## src/rtl/ad9866_spi_master.sv

```systemverilog
// AD9866 SPI register controller: init-table playback, queued host writes and
// optional 4-wire register readback (enabled by defining AD9866_READBACK_EN).
module ad9866_spi_master #(
    parameter int    ADDR_W     = 5,
    parameter int    DATA_W     = 8,
    parameter int    FRAME_W    = 3 + ADDR_W + DATA_W,
    parameter int    CLK_DIV    = 2,
    parameter int    INIT_DEPTH = 20,
    parameter string INIT_FILE  = "ad9866_init.hex",
    parameter int    FIFO_DEPTH = 4
) (
    input  logic              clk,
    input  logic              rst_n,
    input  logic [5:0]        cmd_addr,
    input  logic [31:0]       cmd_data,
    input  logic              cmd_rqst,
    output logic              cmd_ack,
    output logic [DATA_W-1:0] rd_data,
    output logic              rd_valid,
    output logic              init_done,
    output logic              rffe_ad9866_sdio,
    input  logic              rffe_ad9866_sdo,
    output logic              rffe_ad9866_sclk,
    output logic              rffe_ad9866_sen_n
);
    localparam int ENT_W = 1 + ADDR_W + DATA_W;
    localparam int PTR_W = $clog2(INIT_DEPTH);
    localparam int FP_W  = $clog2(FIFO_DEPTH);
    localparam int DIV_W = (CLK_DIV > 1) ? $clog2(CLK_DIV) : 1;
    localparam int BIT_W = $clog2(FRAME_W);
    localparam bit BUILTIN = (INIT_FILE == "ad9866_init.hex");

    // ROM image of ad9866_init.hex ({enable, data}); unknown file names give an empty table.
    function automatic logic [DATA_W:0] init_entry(input int i);
        init_entry = '0;
        if (BUILTIN) begin
            case (i)
                4:  init_entry = {1'b1, DATA_W'(8'h36)};
                5:  init_entry = {1'b1, DATA_W'(8'h00)};
                6:  init_entry = {1'b1, DATA_W'(8'h1C)};
                7:  init_entry = {1'b1, DATA_W'(8'h00)};
                8:  init_entry = {1'b1, DATA_W'(8'h00)};
                9:  init_entry = {1'b1, DATA_W'(8'h08)};
                10: init_entry = {1'b1, DATA_W'(8'h20)};
                11: init_entry = {1'b1, DATA_W'(8'h80)};
                12: init_entry = {1'b1, DATA_W'(8'h40)};
                13: init_entry = {1'b1, DATA_W'(8'h0F)};
                14: init_entry = {1'b1, DATA_W'(8'h01)};
                15: init_entry = {1'b1, DATA_W'(8'h44)};
                18: init_entry = {1'b1, DATA_W'(8'h00)};
                default: init_entry = '0;
            endcase
        end
    endfunction

    typedef enum logic [2:0] {S_INIT, S_IDLE, S_LOAD, S_LO, S_HI, S_GAP} state_t;
    state_t state, nxt;

    logic [PTR_W-1:0] ptr;
    logic [DIV_W-1:0] div_cnt;
    logic [BIT_W-1:0] bit_cnt;
    logic             gap_cnt;
    logic [FRAME_W-1:0] tx;
    logic [ENT_W-1:0] fifo [FIFO_DEPTH];
    logic [FP_W-1:0]  wr_ptr, rd_ptr;
    logic [FP_W:0]    count;
    logic [DATA_W:0]  init_cur;
    logic [ENT_W-1:0] ld_ent, push_ent;
    logic hit, wr_op, rd_op, queue_op, full, accept, push, pop;
    logic ptr_last, div_end, bit_last, shift_end, init_step;

    assign init_cur = init_entry(int'(ptr));
    assign hit      = cmd_addr == 6'h3b;
    assign wr_op    = hit && cmd_data[31:24] == 8'h06;
`ifdef AD9866_READBACK_EN
    assign rd_op    = hit && cmd_data[31:24] == 8'h07;
`else
    assign rd_op    = 1'b0;
`endif
    assign queue_op = wr_op || rd_op;
    assign full     = count == (FP_W+1)'(FIFO_DEPTH);
    // cmd_ack high blocks the still-held request from being taken twice
    assign accept   = cmd_rqst && !cmd_ack && (!queue_op || !full);
    assign push     = accept && queue_op;
    assign pop      = state == S_LOAD && init_done;
    assign push_ent = {rd_op, cmd_data[16 +: ADDR_W], rd_op ? {DATA_W{1'b0}} : cmd_data[DATA_W-1:0]};
    assign ld_ent   = init_done ? fifo[rd_ptr] : {1'b0, ADDR_W'(ptr), init_cur[DATA_W-1:0]};

    assign ptr_last  = ptr == PTR_W'(INIT_DEPTH - 1);
    assign div_end   = div_cnt == DIV_W'(CLK_DIV - 1);
    assign bit_last  = bit_cnt == BIT_W'(FRAME_W - 1);
    assign shift_end = state == S_HI && div_end;
    assign init_step = !init_done && ((state == S_INIT && !init_cur[DATA_W]) || (state == S_GAP && gap_cnt));

    always_comb begin
        nxt = state;
        case (state)
            S_INIT:  if (init_cur[DATA_W]) nxt = S_LOAD;
                     else if (ptr_last)    nxt = S_IDLE;
            S_IDLE:  if (count != '0) nxt = S_LOAD;
            S_LOAD:  nxt = S_LO;
            S_LO:    if (div_end) nxt = S_HI;
            S_HI:    if (div_end) nxt = bit_last ? S_GAP : S_LO;
            S_GAP:   if (gap_cnt) nxt = (init_done || ptr_last) ? S_IDLE : S_INIT;
            default: nxt = S_IDLE;
        endcase
    end

    always_ff @(posedge clk or negedge rst_n) begin
        if (!rst_n) begin
            state             <= S_INIT;
            ptr               <= '0;
            init_done         <= 1'b0;
            div_cnt           <= '0;
            bit_cnt           <= '0;
            gap_cnt           <= 1'b0;
            tx                <= '0;
            wr_ptr            <= '0;
            rd_ptr            <= '0;
            count             <= '0;
            cmd_ack           <= 1'b0;
            rffe_ad9866_sen_n <= 1'b1;
            rffe_ad9866_sclk  <= 1'b0;
        end else begin
            state             <= nxt;
            cmd_ack           <= accept;
            // pins are decoded from the next state so they are glitch-free registers
            rffe_ad9866_sen_n <= !(nxt == S_LO || nxt == S_HI);
            rffe_ad9866_sclk  <= nxt == S_HI;
            if (init_step) begin
                if (ptr_last) init_done <= 1'b1;
                else          ptr <= ptr + 1'b1;
            end
            div_cnt <= ((state == S_LO || state == S_HI) && !div_end) ? div_cnt + 1'b1 : '0;
            gap_cnt <= state == S_GAP && !gap_cnt;
            if (state == S_LOAD) begin
                tx      <= {ld_ent[ENT_W-1], 2'b00, ld_ent[ENT_W-2:0]};
                bit_cnt <= '0;
            end else if (shift_end) begin
                tx      <= {tx[FRAME_W-2:0], 1'b0};
                bit_cnt <= bit_cnt + 1'b1;
            end
            if (push) wr_ptr <= wr_ptr + 1'b1;
            if (pop)  rd_ptr <= rd_ptr + 1'b1;
            count <= count + (FP_W+1)'(push) - (FP_W+1)'(pop);
        end
    end

    always_ff @(posedge clk) begin
        if (push) fifo[wr_ptr] <= push_ent;
    end

    // tx drains to zero after the last bit, so sdio idles low
    assign rffe_ad9866_sdio = tx[FRAME_W-1];

`ifdef AD9866_READBACK_EN
    logic              is_rd, samp;
    logic [DATA_W-1:0] rx, rx_next;
    logic              unused_cmd;

    assign samp       = state == S_HI && div_cnt == '0;
    assign rx_next    = {rx[DATA_W-2:0], rffe_ad9866_sdo};
    assign unused_cmd = ^cmd_data;

    always_ff @(posedge clk or negedge rst_n) begin
        if (!rst_n) begin
            is_rd    <= 1'b0;
            rx       <= '0;
            rd_data  <= '0;
            rd_valid <= 1'b0;
        end else begin
            rd_valid <= shift_end && bit_last && is_rd;
            if (state == S_LOAD) is_rd <= ld_ent[ENT_W-1];
            if (samp) rx <= rx_next;
            // with CLK_DIV=1 the final sample lands in this same cycle
            if (shift_end && bit_last && is_rd) rd_data <= samp ? rx_next : rx;
        end
    end
`else
    logic unused_in;
    assign unused_in = ^{cmd_data, rffe_ad9866_sdo};
    assign rd_data   = '0;
    assign rd_valid  = 1'b0;
`endif
endmodule

```

## config.mk

```make
export PLATFORM = sky130hd
export DESIGN_NAME = ad9866_spi_master
export DESIGN_NICKNAME = d
export VERILOG_FILES = /design/src/rtl/ad9866_spi_master.sv
export SDC_FILE = /design/constraint.sdc
export NUM_CORES = 1
export LEC_CHECK = 0
export CAP_MARGIN = 10
export CORE_ASPECT_RATIO = 1.1
export CORE_MARGIN = 8
export CORE_UTILIZATION = 50
export DETAILED_ROUTE_END_ITERATION = 8
export PLACE_DENSITY_LB_ADDON = 0.2
export SLEW_MARGIN = 5
export SYNTH_ARGS = -nofsm -noshare
export SYNTH_HDL_FRONTEND = slang
export SYNTH_SLANG_ARGS = --single-unit
```

## constraint.sdc

```tcl
create_clock -name clk -period 2.3 [get_ports clk]
set_clock_uncertainty 0.1 [all_clocks]
set_input_delay 0.46 -clock clk [delete_from_list [all_inputs] [get_ports clk]]
set_output_delay 0.46 -clock clk [all_outputs]
set_load 0.01 [all_outputs]
```

After elaboration in Yosys (flattened, before gate mapping)
Memory sizes are Yosys's and may differ from the RTL's.
Cells that the tools add are included.
{ "totals": {"ff_bits": 41, "ram_bits": 52, "mem_bits_ro": 288, "in_bits": 42, "out_inout_bits": 14, "word_cells": 81, "mem_count": 2} }
{ "mem_list": {"columns": ["name", "depth", "word_bits", "read_ports", "rd_clocked_by_memory_dff", "wr", "line_no", "source"], "rows": [
  ["(no name shown)", 32, 9, 1, 0, 0, "37", "case (i)"],
  ["fifo", 4, 13, 1, 0, 1, "64", "logic [ENT_W-1:0] fifo [FIFO_DEPTH];"]
]} }
{ "op_classes": {"n_addsub": 7, "n_eq_ne": 12, "n_mux": 17, "bitwise": 1, "n_reduce_logical": 29} }
{ "ops": {"columns": ["op", "count"], "rows": [
  ["$mux 16", 2],
  ["$mux 3", 7],
  ["$pmux 3 s6", 1],
  ["$mux 14", 1],
  ["$eq 3x3->1 const B", 4],
  ["$logic_and 1x1->1", 11],
  ["$eq 3x2->1 const B", 3],
  ["$eq 8x3->1 const B", 1],
  ["$logic_not 1->1", 8],
  ["$mux 4", 2],
  ["$eq 6x6->1 const B", 1],
  ["$add 5x1->5 const B", 1],
  ["$eq 5x5->1 const B", 1],
  ["$logic_or 1x1->1", 5],
  ["$add 2x1->2 const B", 2],
  ["$add 4x1->4 const B", 1],
  ["$eq 4x4->1 const B", 1],
  ["$mux 1", 4],
  ["$reduce_and 2->1", 2],
  ["$add 3x1->3", 1],
  ["$eq 3x1->1 const B", 1],
  ["$logic_not 3->1", 1],
  ["$reduce_bool 3->1", 1],
  ["$sub 3x1->3", 1],
  ["3 further kinds", 3]
]} }

Logic depth before layout (Yosys ltp)
Gate-level depths: netlist (run 1).
{ "depth": {"word_depth": 8, "depth_mapped": 12, "ltp_nobuf": 11} }

Worst setup path after synthesis (run 1)
OpenSTA, ideal clock, no wires.
{ "synth_path": {"path_type": "input -> register", "from": "input port cmd_data[29]", "to": "register count[2]", "setup_time_ns": 0.125, "arrival_ns": 2.611, "required_time_ns": 2.075, "slack_ns": -0.536, "stages": 12, "path_buffers": 1, "cell_sequence": "or4b_4 > nor4_4 > and4b_1 > buf_6 > inv_1 > ha_1 > inv_1 > ha_1 > inv_1 > fa_1 > xnor2_1 > xnor2_1"} }
{ "synth_between": {"elab_chain_cells": 8} }
{ "synth_rtl": {"columns": ["element", "line_no", "source"], "rows": [
  ["from (decl)", "15", "input logic [31:0] cmd_data,"],
  ["$eq 8x3->1 *", "74", "assign wr_op = hit && cmd_data[31:24] == 8'h06;"],
  ["$logic_and 1x1->1 *", "74", null],
  ["$logic_not 1->1", "83", "assign accept = cmd_rqst && !cmd_ack && (!queue_op || !full);"],
  ["$logic_or 1x1->1", "83", null],
  ["$logic_and 1x1->1", "83", null],
  ["$logic_and 1x1->1 *", "84", "assign push = accept && queue_op;"],
  ["$add 3x1->3 *", "145", "count <= count + (FP_W+1)'(push) - (FP_W+1)'(pop);"],
  ["$sub 3x1->3 *", "145", null],
  ["to (signal assigned)", "145", null],
  ["to (decl)", "66", "logic [FP_W:0] count;"]
]} }
Mark *: on every way between the ends. The rest lies on a longest branch, timed or not.
A chain may end at the register's enable or synchronous reset.

Final worst setup path (run 1)
Ends and elaborated chain as after synthesis.

==> results of run 1 <==
final cells by class:
cell class              count  area, µm²
fillers                   663       3260
flip-flops and latches     93       2590
multi-input cells         190       1570
repair buffers             55        567
well taps                 111        139
clock buffers               9        124
clock inverters             7       68.8
inverters                  12       45.0
worst register-to-register path, delay by kind of cell (launching register included):
family / cells / cell delay [ns]
buffers and inverters: 3 / 0.15
adder cells (fa/ha/maj): 3 / 0.72
flip-flops: 1 / 0.41
AND/OR/NAND/NOR: 3 / 0.45
XOR/XNOR: 2 / 0.27
worst paths after layout:
check | end | slack, ns | depth (start not counted)
setup / recovery | count[2]$_DFF_PN0_ | -0.32 | 12
hold / removal | cmd_ack$_DFF_PN0_ | 0.37 | 1
setup reg to reg | count[2]$_DFF_PN0_ | 0.10 | 11
hold reg to reg | cmd_ack$_DFF_PN0_ | 0.37 | 1
max in group asynchronous | tx[2]$_DFFE_PN0P_ | 1.11 | 3
min in group asynchronous | rffe_ad9866_sclk$_DFF_PN0_ | 0.50 | 2
sequential cells by signal, summed over array words and instances, names as in the netlist:
signal             count
bit_cnt                4
cmd_ack                1
count                  3
div_cnt                1
fifo                  52
gap_cnt                1
init_done              1
ptr                    5
rd_ptr                 2
rffe_ad9866_sclk       1
rffe_ad9866_sen_n      1
state                  3
tx                    16
wr_ptr                 2
per-stage QoR:
stage	cell area, µm²	cells	setup WS [ns]	utilization, %
after floorplan	4320	323	-0.503	-
after global placement	4860	460	-0.861	58.1
after detailed placement	4860	460	-0.915	58.1
after CTS	5070	477	-0.366	60.6
after global routing	5110	477	-0.398	61.0
final	5110	477	-0.321	61.0
report_power, final:
part / total [mW] / switching (mW) / internal, mW
clock network: 1.07 / 0.642 / 0.430
logic: 0.0960 / 0.0422 / 0.0538
registers: 1.76 / 0.00100 / 1.76
total: 2.93 / 0.685 / 2.25
cells by family after synthesis:
logic type,after synthesis,synth area share [%]
buffers and inverters,40,4.75
AO/OA/AOI/OAI,47,7.99
adder cells (fa/ha/maj),13,3.97
other,1,0.0874
flip-flops,93,60.3
XOR/XNOR,12,2.45
multiplexers,16,7.67
AND/OR/NAND/NOR,93,12.7
timing repair:
| action | 4_1_cts | 5_1_grt |
|---|---|---|
| endpoints found under the setup margin | 11 | 2 |
| pin swaps | 7 | 8 |
| hold buffers | 1 | 0 |
| endpoints found under the hold margin | 20 | 0 |
| buffers inserted | 0 | 0 |
| gates resized for setup | 17 | 7 |
routing by layer:
| metal | part of all wire, % | up-vias | track usage [%] |
|---|---|---|---|
| li1 | - | 1235 | - |
| met1 | 45 | 1285 | 17.7 |
| met2 | 50 | 40 | 23.9 |
| met3 | 3.0 | 13 | 2.96 |
| met4 | 1.7 | 0 | 6.09 |
| met5 | 0 | - | 0 |
layout by cell type, fill, tap and decap left out, types with 5 or more instances in the layout:
master and instances:
buf_4 15, nand2_1 35, clkdlybuf4s50_1 25, a31oi_1 8, dfrtp_1 40, inv_1 11, a211oi_1 6, xor2_1 5
conb_1 9, edfxtp_1 52, clkbuf_8 9, ha_1 11, nor2_1 12, buf_12 5, xnor2_1 6, nand2b_1 5
a21oi_1 5, mux4_2 13
==> results.sh, run 1 <==
export IMPL_grt_max_degree=23
export IMPL_synth_most_common_cell="edfxtp_1"
export IMPL_power_total_mw=2.93
export IMPL_maxCapViolCount=0
export IMPL_avgSynthCellArea_um2=13.6
export IMPL_tightest_slew_ns=0.521
export IMPL_p_leak_nw=2.04
export IMPL_dr_pass1_iters=4
export IMPL_critPathRequiredTime_ns=2.46
export IMPL_antenna_found_initial=0
export IMPL_synth_edf_count=52
export IMPL_ys_types=60
export IMPL_avgRoutedWirePerCell_um=16.6
export IMPL_first_iter_violations=81
export IMPL_io_buffers=34
export IMPL_die_w_um=104
export IMPL_path_delay_family="simple AND/OR/NAND/NOR gates"
export IMPL_cts_buffers=9
export IMPL_path_buf_inv=4
export IMPL_num_vias=2573
export IMPL_rsz0062_at_grt="yes"
export IMPL_path_cells="buf_6 -> or4b_4 -> nor4_4 -> and4b_1 -> inv_1 -> ha_1 -> inv_1 -> ha_2 -> inv_2 -> fa_2 -> xnor2_2 -> xnor2_1"
export IMPL_yosys_warnings=0
export IMPL_powerDensity_mw_per_mm2=574
export IMPL_htreeDepth=3
export IMPL_gp_congestion=0.779
export IMPL_ys_top_cells_by_count="edfxtp_1, dfrtp_1, nand2_1"
export IMPL_ys_flop_type="edfxtp_1"
export IMPL_hp_start="cmd_ack$_DFF_PN0_"
export IMPL_fin_ws_ns=-0.321
export IMPL_synth_top_area_share_pct=36.4
export IMPL_area_growth_pct=19.0
export IMPL_numClockSinks=93
export IMPL_criticalPathCategory="input port to flop"
export IMPL_initial_utilization_pct=51.3
export IMPL_start_kind="input port"
export IMPL_tns_ns=-0.557
export IMPL_netlist_instances=315
export IMPL_hold_viol_final=0
export IMPL_peakVddDrop_uv=420
export IMPL_wl_mm=7.91
export IMPL_violations="negative setup slack"
export IMPL_ioPinCount=56
export IMPL_seq_area_frac_synth_pct=60.3
export IMPL_grt_pass1_wl_mm=13.6
export IMPL_cp_slowest_cell="or4b_4"
export IMPL_ant_nets=0
export IMPL_fin_crit_sh_pct=114
export IMPL_track_usage_pct=14.3
export IMPL_maxSlewViolCount=0
export IMPL_gr_total_overflow=0
export IMPL_max_slew_margin_pct=65.3
export IMPL_yosys_register_bits=93
export IMPL_synth_top_cell_by_area="edfxtp_1"
export IMPL_clkTransAtPathRegs_ns=0.10
export IMPL_die_h_um=113
export IMPL_vias_per_cell=5.39
export IMPL_drive_above_1_share_pct=19.9
export IMPL_clk_latency_ns=0.36
export IMPL_max_freq_mhz=382
export IMPL_coreArea_mm2=0.00836
export IMPL_period_needed_ns=2.62
export IMPL_grt_pass1_vias=2767
export IMPL_drc=0
export IMPL_rows=35
export IMPL_nets=416
export IMPL_outcome="finished with violations"
export IMPL_critPathArrivalTime_ns=2.78
export IMPL_end_kind="flop"
export IMPL_finalSetupViolCount=2
export IMPL_netlist_area_mm2=0.00429
export IMPL_cts_root_buf="clkbuf_8"
export IMPL_r2r_start="count[0]$_DFF_PN0_"
export IMPL_critPathMaxStageDelay_ns=0.53
export IMPL_cts_buffer_depth=2
export IMPL_synthTopCellsByArea="edfxtp_1, dfrtp_1, mux4_2"
export IMPL_worstPathMaxFanout=2
export IMPL_whs_ns=0.366
export IMPL_dieArea_mm2=0.0118
export IMPL_async_reset_ff_share_pct=44.1
export IMPL_crit_top_cell="inv_1"
export IMPL_dp_hpwl_mm=5.50
export IMPL_hold_class="flop to flop"
export IMPL_cts_tree="done"
export IMPL_startpoint="cmd_data[29]"
export IMPL_diodes=0
Note: power is estimated with default switching activity, not from simulation.
==> inputs of run 2 (changes only) <==
--- a/config.mk
+++ b/config.mk
@@ -5,6 +5,7 @@
 export SDC_FILE = /design/constraint.sdc
 export NUM_CORES = 1
 export LEC_CHECK = 0
+export ABC_AREA = 1
 export CAP_MARGIN = 10
 export CORE_ASPECT_RATIO = 1.1
 export CORE_MARGIN = 8
==> run 2 against run 1 <==
Power is 0.52% higher. Largest power group unchanged. Sequential cell count unchanged. Clock power is essentially flat. Global-route usage is 0.96 points higher. Register-to-register slack gained 0.03 ns. Non-clock buffer count shrank 6. Highest routed layer unchanged. Die area up 3.0%. Fmax is 20% higher. Critical path depth fell by 2. Sequential share of layout area fell by 0.91 points. Synthesized cell count is 45% higher. Combinational power is 7.9% lower. The flow now finishes without violations.
==> results.sh, run 2 <==
export IMPL_synth_xor_area_share_pct=1.58
export IMPL_track_usage_pct=15.3
export IMPL_end_kind="flop"
export IMPL_critPathArrivalTime_ns=2.36
export IMPL_nets=555
export IMPL_netlist_instances=457
export IMPL_ys_top_cells_by_count="nand2_1, nor2_1, edfxtp_1"
export IMPL_drc=0
export IMPL_r2r_setup_slack_ns=0.13
export IMPL_hold_class="input port to asynchronous set/reset pin"
export IMPL_regMostFlops="fifo"
export IMPL_wl_mm=8.83
export IMPL_finalSetupViolCount=0
export IMPL_synth_edf_count=52
export IMPL_tightest_slew_ns=0.528
export IMPL_r2r_end="count[1]$_DFF_PN0_"
export IMPL_vias_per_cell=5.12
export IMPL_ys_flop_type="edfxtp_1"
export IMPL_io_buffers=34
export IMPL_drive_above_1_share_pct=10.5
export IMPL_critPathRequiredTime_ns=2.48
export IMPL_ant_nets=0
export IMPL_outcome="finished, final reports clean"
export IMPL_coreArea_mm2=0.00874
export IMPL_die_h_um=115
export IMPL_fin_ws_ns=0.117
export IMPL_met3_wirelength_um=325
export IMPL_startpoint="cmd_addr[5]"
export IMPL_cts_hold_fix_buffers=0
export IMPL_powerDensity_mw_per_mm2=566
export IMPL_worst_r2r_path_depth=9
export IMPL_dr_pass1_iters=4
export IMPL_first_iter_violations=169
export IMPL_ys_types=39
export IMPL_maxCapViolCount=0
export IMPL_top_regs="fifo: 52 flops, tx: 16 flops, ptr: 5 flops"
export IMPL_antenna_found_initial=0
export IMPL_ioPinCount=56
export IMPL_p_leak_nw=2.23
export IMPL_post_cts_resized=0
export IMPL_seq_area_frac_synth_pct=58.3
export IMPL_avgRoutedWirePerCell_um=14.3
export IMPL_diodes=0
export IMPL_synth_top_area_share_pct=35.2
export IMPL_peakVddDrop_uv=377
export IMPL_grt_pass1_vias=3190
export IMPL_r2r_start="count[1]$_DFF_PN0_"
export IMPL_period_needed_ns=2.18
export IMPL_gp_congestion=0.861
export IMPL_dieArea_mm2=0.0122
export IMPL_dp_hpwl_mm=6.12
export IMPL_worstPathMaxFanout=2
export IMPL_fillers=761
export IMPL_synth_mux_area_share_pct=0.225
export IMPL_grt_max_degree=42
export IMPL_initial_utilization_pct=50.8
export IMPL_synth_top_family_by_area="simple AND/OR/NAND/NOR gates"
export IMPL_regArea_mm2=0.00259
export IMPL_largest_reg_flops=52
export IMPL_criticalPathCategory="input port to flop"
export IMPL_synth_compound_area_share_pct=9.02
export IMPL_endpoint="count[1]$_DFF_PN0_"
export IMPL_max_slew_margin_pct=64.8
export IMPL_yosys_register_bits=93
export IMPL_rows=36
export IMPL_netlist_area_mm2=0.00444
export IMPL_start_kind="input port"
export IMPL_cts_buffer_depth=2
export IMPL_post_cts_buffers=0
export IMPL_synthSimpleGateAreaFrac_pct=19.4
export IMPL_synthTopCellsByArea="edfxtp_1, dfrtp_1, nand2_1"
export IMPL_htreeDepth=3
export IMPL_clkTransAtPathRegs_ns=0.11
export IMPL_final_common_cell="nand2_1"
export IMPL_dp_slack_ns=-0.378
export IMPL_multiInputGateArea_mm2=0.00159
export IMPL_final_cell_mix="nand2_1, nor2_1, edfxtp_1, dfrtp_1, inv_1"
export IMPL_synth_most_common_cell="nand2_1"
export IMPL_numClockSinks=93
export IMPL_num_vias=3169
export IMPL_die_w_um=106
export IMPL_maxSlewViolCount=0
export IMPL_yosys_warnings=0
export IMPL_cts_buffers=9
export IMPL_area_growth_pct=17.1
export IMPL_rsz0062_at_grt="no"
export IMPL_async_reset_ff_share_pct=44.1
export IMPL_wl_met1_mm=3.88
export IMPL_grt_pass1_wl_mm=14.8
export IMPL_fin_crit_sh_pct=94.9
export IMPL_tns_ns=0
export IMPL_hold_viol_final=0
export IMPL_cts_tree="done"
export IMPL_max_freq_mhz=458
export IMPL_met2_length_mm=4.50
export IMPL_gr_total_overflow=0
export IMPL_synth_fa_ha_area_share_pct=3.83
export IMPL_cts_root_buf="clkbuf_8"
export IMPL_top_layer_used="met4"
export IMPL_synth_top_cell_by_area="edfxtp_1"
export IMPL_avgSynthCellArea_um2=9.72
export IMPL_clk_latency_ns=0.37
[run 2: cell types whose count changed after synthesis, sizes merged, moves of 6 or more]
| cell | change |
|---|---|
| nor2 | +63 |
| nand2 | +53 |
| o21ai | +39 |
| inv | +32 |
| nand3 | +21 |
| mux4 | -13 |
| a21oi | +8 |
| nand4 | +8 |
| a211oi | -6 |
| a31oi | -6 |
[run 2: cell families after synthesis]
kind of cell | Yosys count
AO/OA/AOI/OAI | 71
XOR/XNOR | 8
adder cells (fa/ha/maj) | 13
buffers and inverters | 69
flip-flops | 93
multiplexers | 1
other | 1
AND/OR/NAND/NOR | 201
[run 2: worst max-delay path: stages]
cell and delay, ns:
clkdlybuf4s50_1 0.46, nand4_1 0.11, nor3_2 0.24, nand3_2 0.13
ha_4 0.23, inv_2 0.06, ha_4 0.12, inv_2 0.03
fa_2 0.50, inv_1 0.03
[run 2: worst min-delay path by stage]
stage,startpoint,to,depth (start not counted)
after floorplan,rst_n,bit_cnt[0]$_DFFE_PN0P_,0
after global placement,tx[11]$_DFFE_PN0P_,tx[11]$_DFFE_PN0P_,2
after detailed placement,tx[13]$_DFFE_PN0P_,tx[13]$_DFFE_PN0P_,2
after CTS,rst_n,count[1]$_DFF_PN0_,2
after global routing,rst_n,count[1]$_DFF_PN0_,2
final,rst_n,state[2]$_DFF_PN0_,2
[run 2: layout make-up]
class,count,share of cell area (%)
sequential,93,49.8
clock inverter,7,1.61
inverter,44,3.22
tap,114,2.74
timing repair buffer,49,9.77
multi-input combinational,303,30.5
clock buffer,9,2.38
[run 2: metal layers]
metal  track usage (%)  up-vias
li1                  -     1589
met1              18.5     1511
met2              25.8       58
met3              3.14       11
met4              7.14        0
met5                 0        -
[run 2: where the power goes]
part	switching (mW)	internal [mW]
combinational	0.0405	0.0479
sequential	0.000683	1.76
clock	0.656	0.439
[run 2: stage by stage]
step / cell area, µm² / cells / total power, mW / hold WS, ns / utilization (%)
2_1_floorplan: 4480 / 465 / 1.82 / 0.0644 / -
3_3_place_gp: 4950 / 603 / 1.89 / 0.363 / 56.7
3_5_place_dp: 4950 / 603 / 1.89 / 0.367 / 56.7
4_1_cts: 5160 / 619 / 2.98 / 0.0417 / 59.1
5_1_grt: 5200 / 619 / 3.05 / 0.0870 / 59.5
6_report: 5200 / 619 / 2.95 / 0.0394 / 59.5
==> inputs of run 3 (changes only) <==
--- a/config.mk
+++ b/config.mk
@@ -9,7 +9,7 @@
 export CAP_MARGIN = 10
 export CORE_ASPECT_RATIO = 1.1
 export CORE_MARGIN = 8
-export CORE_UTILIZATION = 50
+export CORE_UTILIZATION = 35
 export DETAILED_ROUTE_END_ITERATION = 8
 export PLACE_DENSITY_LB_ADDON = 0.2
 export SLEW_MARGIN = 5
==> run 3 against run 2 <==
Sequential cell count unchanged. Register-to-register slack better by 0.03 ns. Clock-buffer cell count unchanged. Via count is 0.32% lower. Critical path type unchanged. Largest cell class unchanged.
==> results.sh, run 3 (same netlist as run 2, synthesis figures left out) <==
export IMPL_powerDensity_mw_per_mm2=610
export IMPL_ioPinCount=56
export IMPL_dr_pass1_iters=4
export IMPL_cts_buffer_depth=2
export IMPL_critPathRequiredTime_ns=2.44
export IMPL_fin_crit_sh_pct=96.2
export IMPL_largest_reg_flops=52
export IMPL_final_cell_mix="nand2_1, nor2_1, edfxtp_1, dfrtp_1, inv_1"
export IMPL_rows=43
export IMPL_numClockSinks=93
export IMPL_hold_viol_final=0
export IMPL_die_h_um=134
export IMPL_ant_nets=0
export IMPL_max_freq_mhz=452
export IMPL_antenna_found_initial=0
export IMPL_end_kind="flop"
export IMPL_power_total_mw=3.28
export IMPL_max_slew_margin_pct=66.3
export IMPL_clk_latency_ns=0.34
export IMPL_critPathArrivalTime_ns=2.36
export IMPL_top_regs="fifo: 52 flops, tx: 16 flops, ptr: 5 flops"
export IMPL_p_leak_nw=2.34
export IMPL_cts_tree="done"
export IMPL_cts_buffers=9
export IMPL_criticalPathCategory="input port to flop"
export IMPL_first_iter_violations=114
export IMPL_grt_pass1_wl_mm=15.8
export IMPL_coreArea_mm2=0.0125
export IMPL_final_common_cell="nand2_1"
export IMPL_period_needed_ns=2.21
export IMPL_gp_congestion=0.786
export IMPL_area_growth_pct=21.2
export IMPL_avgRoutedWirePerCell_um=14.1
export IMPL_drc=0
export IMPL_dpl_cell_count=646
export IMPL_peakVddDrop_uv=423
export IMPL_htreeDepth=3
export IMPL_nets=557
export IMPL_regMostFlops="fifo"
export IMPL_gr_total_overflow=0
export IMPL_initial_utilization_pct=35.6
export IMPL_grt_pass1_vias=3292
export IMPL_num_vias=3159
export IMPL_wl_mm=9.35
export IMPL_track_usage_pct=12.2
export IMPL_hold_class="flop to flop"
export IMPL_dp_hpwl_mm=6.48
export IMPL_start_kind="input port"
export IMPL_rsz0062_at_grt="no"
export IMPL_io_buffers=34
export IMPL_drive_above_1_share_pct=10.7
export IMPL_maxSlewViolCount=0
export IMPL_vias_per_cell=4.76
export IMPL_maxCapViolCount=0
export IMPL_cts_root_buf="clkbuf_16"
export IMPL_die_w_um=123
export IMPL_worstPathMaxFanout=2
export IMPL_tightest_slew_ns=0.505
export IMPL_outcome="finished, final reports clean"
export IMPL_clkTransAtPathRegs_ns=0.07
export IMPL_finalSetupViolCount=0
export IMPL_dieArea_mm2=0.0166
export IMPL_grt_max_degree=29
export IMPL_final_cells=664
export IMPL_diodes=0
==> run 3: cell count changes in the layout (fill, tap and decap cells not counted), moves of 2 or more <==
cell,before,now
clkbuf_16,0,9
clkbuf_8,9,0
clkdlybuf4s50_1,29,21
dlygate4sd2_1,0,4
dlymetal6s2s_1,4,8
inv_8,3,0
inv_6,1,3
==> run 3: metrics by stage <==
stage / hold slack, ns / utilization [%] / setup TNS [ns] / worst slack (ns) / instance area [µm²]
2_1_floorplan: 0.0644 / - / 0 / 0.0341 / 4480
3_3_place_gp: 0.362 / 40.2 / -3.15 / -0.345 / 5020
3_5_place_dp: 0.365 / 40.2 / -5.61 / -0.412 / 5020
4_1_cts: 0.390 / 42.9 / 0 / 0.0326 / 5350
5_1_grt: 0.398 / 43.1 / 0 / 0.00797 / 5380
6_report: 0.383 / 43.1 / 0 / 0.0864 / 5380
==> run 3: critical path: stages <==
cell and delay, ns:
clkdlybuf4s50_1 0.45, nand4_1 0.13, nor3_4 0.17, nand3_2 0.14
ha_4 0.25, inv_2 0.06, ha_4 0.12, inv_2 0.03
fa_2 0.51, inv_1 0.04
==> run 3: layout make-up <==
class | instances | area [µm²]
Fill cell | 1212 | 7100
Sequential cell | 93 | 2590
Multi-Input combinational cell | 303 | 1590
Timing Repair Buffer | 51 | 543
Clock buffer | 9 | 225
Tap cell | 157 | 196
Inverter | 44 | 168
Clock inverter | 7 | 67.6
==> run 3: power breakdown <==
part / leakage (nW) / switching, mW / internal, mW
Clock: 0.140 / 0.670 / 0.757
Combinational: 1.21 / 0.0423 / 0.0477
Sequential: 0.983 / 0.000533 / 1.76
Total: 2.34 / 0.713 / 2.57
==> run 3: timing repair <==
item,in CTS,in global routing
pin swaps,6,9
hold buffers,1,0
setup buffers,1,0
endpoints found under the hold margin,14,0
setup endpoints to repair,2,2
gates resized for setup,10,9
==> run 3: path summary, 6_finish.rpt <==
path | from | endpoint | slack (ns) | cells past startpoint
max in group asynchronous | rst_n | tx[9]$_DFFE_PN0P_ | 1.09 | 3
min reg2reg | tx[11]$_DFFE_PN0P_ | tx[11]$_DFFE_PN0P_ | 0.38 | 2
min | tx[11]$_DFFE_PN0P_ | tx[11]$_DFFE_PN0P_ | 0.38 | 2
max | cmd_addr[5] | count[1]$_DFF_PN0_ | 0.09 | 10
max reg2reg | count[1]$_DFF_PN0_ | count[1]$_DFF_PN0_ | 0.16 | 9
min in group asynchronous | rst_n | rffe_ad9866_sclk$_DFF_PN0_ | 0.52 | 2
==> run 3: per-layer routing <==
| metal | GRT usage, % | share of wire (%) | routed length [µm] |
|---|---|---|---|
| met1 | 14.4 | 45 | 4210 |
| met2 | 20.2 | 49 | 4620 |
| met3 | 3.70 | 4.1 | 386 |
| met4 | 4.55 | 1.4 | 130 |
| met5 | 0 | 0 | 0 |
